$ cat config.mk
export PLATFORM = sky130hd
export DESIGN_NAME = pc_unit
export DESIGN_NICKNAME = d
export VERILOG_FILES = /design/src/rtl/cpu_pkg.sv /design/src/rtl/pc_unit.sv
export SDC_FILE = /design/constraint.sdc
export NUM_CORES = 1
export LEC_CHECK = 0
export CORE_UTILIZATION = 50
export DETAILED_ROUTE_END_ITERATION = 10
export PLACE_DENSITY = 0.87
export RECOVER_POWER = 50
export REMOVE_ABC_BUFFERS = 1
export SYNTH_ARGS = -nofsm -noshare
export SYNTH_HDL_FRONTEND = slang
export SYNTH_SLANG_ARGS = --single-unit
$ cat constraint.sdc
create_clock -name clk -period 6 [get_ports clk]
set_input_delay 1.8 -clock clk [delete_from_list [all_inputs] [get_ports clk]]
set_output_delay 1.8 -clock clk [all_outputs]
set_load 0.1 [all_outputs]
$ cat src/rtl/cpu_pkg.sv
// Shared CPU front-end definitions: default PC vectors, sequential step and
// the redirect-buffer state encoding.
package cpu_pkg;

  localparam logic [31:0] RESET_VEC_DEF = 32'h0000_3000;
  localparam logic [31:0] EXC_VEC_DEF   = 32'h0000_4180;
  localparam int unsigned STEP_DEF      = 4;

  typedef enum logic {
    EMPTY = 1'b0,
    FULL  = 1'b1
  } buf_state_t;

endpackage

$ cat src/rtl/pc_unit.sv
// Program counter with exception entry/return and a one-entry buffer holding a
// redirect that arrives while fetch is stalled. Optional macro: PC_ALIGN_CHECK_EN.
module pc_unit
  import cpu_pkg::*;
#(
  parameter int unsigned       WIDTH     = 32,
  parameter logic [WIDTH-1:0]  RESET_VEC = WIDTH'(RESET_VEC_DEF),
  parameter logic [WIDTH-1:0]  EXC_VEC   = WIDTH'(EXC_VEC_DEF),
  parameter int unsigned       STEP      = STEP_DEF
) (
  input  logic             clk,
  input  logic             reset,
  input  logic             stall,
  input  logic             redirect_valid,
  input  logic [WIDTH-1:0] redirect_target,
  input  logic             exc_req,
  input  logic             eret,
  input  logic [WIDTH-1:0] epc,
  output logic [WIDTH-1:0] pc,
  output logic [WIDTH-1:0] pc_next,
  output logic             redirect_pending,
  output logic             pc_misalign
);

  buf_state_t       state;
  buf_state_t       state_d;
  logic [WIDTH-1:0] buf_target;
  logic [WIDTH-1:0] pc_d;
  logic             buf_load;

  assign pc_next = pc + WIDTH'(STEP);

  // State register
  always_ff @(posedge clk or posedge reset) begin
    if (reset) begin
      state <= EMPTY;
    end else begin
      state <= state_d;
    end
  end

  // Next-state logic: exception/eret flush the buffer, an unstalled cycle consumes it
  always_comb begin
    state_d = state;
    if (exc_req || eret) begin
      state_d = EMPTY;
    end else if (stall) begin
      if (redirect_valid) begin
        state_d = FULL;
      end
    end else begin
      state_d = EMPTY;
    end
  end

  // Output logic
  always_comb begin
    redirect_pending = (state == FULL);
    buf_load         = stall && redirect_valid && !exc_req && !eret;
  end

  // Buffered target is data only; its validity lives in state
  always_ff @(posedge clk) begin
    if (buf_load) begin
      buf_target <= redirect_target;
    end
  end

  always_comb begin
    pc_d = pc_next;
    if (exc_req) begin
      pc_d = EXC_VEC;
    end else if (eret) begin
      pc_d = epc;
    end else if (stall) begin
      pc_d = pc;
    end else if (state == FULL) begin
      pc_d = buf_target;
    end else if (redirect_valid) begin
      pc_d = redirect_target;
    end
  end

  always_ff @(posedge clk or posedge reset) begin
    if (reset) begin
      pc <= RESET_VEC;
    end else begin
      pc <= pc_d;
    end
  end

`ifdef PC_ALIGN_CHECK_EN
  assign pc_misalign = (pc[1:0] != 2'b00);
`else
  assign pc_misalign = 1'b0;
`endif

endmodule

==> summary.txt <==
Synth
  • Mapped Area: 3960 sq um
  • Synth top area cells: edfxtp_1 24%, dfrtp_1 20%, a21oi_1 3.5%
  • Syn Inst Count: 412
  • Syn Area/Cell: 9.60 sq um
  • YS warnings: 0
  • FFs w/ async S/R, synth: 50.8%
  • Synth cell types: 63
  • List of most frequent post-synthesis cells: 32 x edfxtp_1, 32 x nor2_1, 31 x dfrtp_1, 29 x nand2_1, 28 x a21oi_1
  • Post-synth top area cell: edfxtp_1
  • Seq cells post-synth: 65
  • EDFF count, synth: 32
  • Post-synth top flop: edfxtp_1
  • Synth top area share: 24.3%
  • Register area share after synthesis: 45.2%

Placed design
  • Hpwl dp: 8570 um
  • Placed Area: 5300 sq um
  • Port Buf Inserts: 134
  • Pre-CTS setup slack: 1.28 ns
  • GPL Wtd Cong: 0.863

CTS
  • Htree depth: 3
  • Max clock buf depth: 2
  • # resized after CTS: 0
  • Clock Tree Root: clkbuf_8
  • Setup bufs post-CTS: 0
  • CTS clk-pin slew, worst paths: 0.07 ns
  • CTS sink count: 65
  • Num CTS Buffers: 9
  • Clk_lat worst skew: 0.35 ns
  • CTS tree: yes
  • CTS Hold Buffers Added: 0

Die
  • Initial Utilization: 51.5%
  • # IOs: 136
  • Core area: 7690 sq um
  • Die Span Y: 91.0 um
  • Die X: 91.0 um
  • Row count: 32
  • Full die area: 8270 sq um

Critical path
  • Critical Path End Type: primary output
  • Slowest stage delay, CP: 1.13 ns
  • CP Launch Type: flip-flop
  • Setup Crit Path Kind: flip-flop to primary output
  • Worst reg-to-reg setup slack: 3.46 ns
  • Req. time, crit path: 4.20 ns
  • Largest delay share family, worst path: simple AND/OR/NAND/NOR gates
  • CP Buf/Inv Count: 1
  • Critical Path AT: 3.30 ns
  • Slowest stage cell on the critical path: clkdlybuf4s50_1
  • Crit-path max FO: 12
  • Crit path cell chain: nand4_4, or4_4, nor4_1, or2_1, clkdlybuf4s50_1

STA
  • Final Cycle Share: 85.0%
  • Unrepaired setup endpoints after global routing: no
  • Slew Limit Fails: 81
  • Final worst slack: 0.898 ns
  • Worst slew pin tran: 2.07 ns
  • Layout Skew: 0.0108 ns
  • Setup TNS: 0 ns
  • Fmax achieved: 196 MHz
  • Final min period: 5.10 ns
  • Fin. Hold Viols: 0
  • Max-slew headroom: -38.0%
  • Setup violators final: 0

Detailed routing
  • Via count: 3,975
  • Vias per cell: 6.22
  • DRT Wirelength: 12,500 um
  • Remaining antenna violation count after routing: 0
  • TritonRoute pass-1 iters: 5
  • Initial DRC count: 297
  • # DRC: 0
  • WL/cell: 19.6 um

Global routing
  • Largest net degree at the start of global routing: 52
  • Initial antenna violation count: 0
  • First-pass GRT wire length: 20,100 um
  • GR Overflow Total: 0
  • Vias in the first global route: 4,061
  • Overall global routing resource usage: 31.3%

Run status
  • Violated checks: max-capacitance violations, max-slew violations
  • Status: complete, but fails checks

Power
  • Power density over cell area: 254 nW/um^2
  • Pleak: 0.00214 uW
  • Peak supply drop: 0.186 mV
  • Final Power: 1390 uW

Final layout
  • Finished Cell Area: 5460 sq um
  • Layout cells sized above 1: 8.75%
  • Post-layout nets: 603
  • Area Growth Syn to Fin: 38.1%
  • Final antenna diode count: 0

Flow run
  • Max-Cap Viols: 2

Min path
  • Min-Delay Path Class: flip-flop to flip-flop
## metal layers
layer  wire length, um  global-route usage, %
met1              5180                   40.5
met2              5930                   50.4
met3              1020                   6.62
met4               394                   14.0
met5                 0                      0
## metrics by stage
| stage | hold slack, ns | std cells | util (%) |
|---|---|---|---|
| 5_1_grt | 0.603 | 639 | 71.1 |
| 3_5_place_dp | 0.555 | 623 | 68.9 |
| 4_1_cts | 0.570 | 639 | 71.3 |
| 2_1_floorplan | 0.495 | 377 | - |
| 3_3_place_gp | 0.531 | 623 | 68.9 |
| 6_report | 0.572 | 639 | 71.1 |
## where the power goes
| part | internal (uW) | switching (uW) | leakage (uW) | total [uW] |
|---|---|---|---|---|
| registers | 494 | 31.1 | 0.000708 | 525 |
| clock network | 188 | 166 | 0.0000922 | 354 |
| logic | 136 | 375 | 0.00133 | 511 |
| total | 818 | 572 | 0.00214 | 1390 |
## cells by family after synthesis
group	after synthesis	share of synthesized area, %
and+or+nand+nor	147	20.8
AOI/OAI and AO/OA	124	22.1
DFF	65	45.2
buffers and inverters	46	5.09
xor gates and xnor gates	23	5.09
muxes	5	1.30
adders and majority gates	1	0.316
other	1	0.0948
## path summary, 6_finish.rpt
| path | end | cells after the start | start |
|---|---|---|---|
| worst min register to register | pc[0]$_DFFE_PP0P_ | 2 | pc[0]$_DFFE_PP0P_ |
| max in group asynchronous | pc[10]$_DFFE_PP0P_ | 3 | reset |
| min in group asynchronous | pc[1]$_DFFE_PP0P_ | 3 | reset |
| worst max-delay path | pc_next[21] | 5 | pc[5]$_DFFE_PP0P_ |
| worst max register to register | pc[24]$_DFFE_PP0P_ | 6 | pc[2]$_DFFE_PP0P_ |
| worst min-delay path | pc[0]$_DFFE_PP0P_ | 2 | pc[0]$_DFFE_PP0P_ |
## layout by cell type (no fill, tap or decap), drive strengths merged, types with 16 or more instances in the layout
master         count
xor2              16
nand2             29
o21ai             19
buf               21
edfxtp            32
dlygate4sd3       52
dfrtp             31
clkdlybuf4s50     67
a21oi             28
nor2              32
## final cells by class
class	count	area [sq um]
multi-input cells	301	1970
clock buffers	11	131
clock inverters	5	47.5
inverters	11	41.3
fillers	594	2220
flip-flops and latches	65	1790
well taps	102	128
repair buffers	144	1360
## sequential cells by signal, summed over array words and instances (netlist names)
signal,cells
redirect_pending,1
buf_target,32
pc,32
## worst register-to-register path, cell delays in order (launching register included)
cell	delay, ns
dfrtp_1	0.45
ha_1	0.25
nand2_1	0.13
or4_1	0.78
nor4_2	0.42
xor2_1	0.27
a31o_1	0.19
Note: power is estimated with default switching activity, not from simulation.
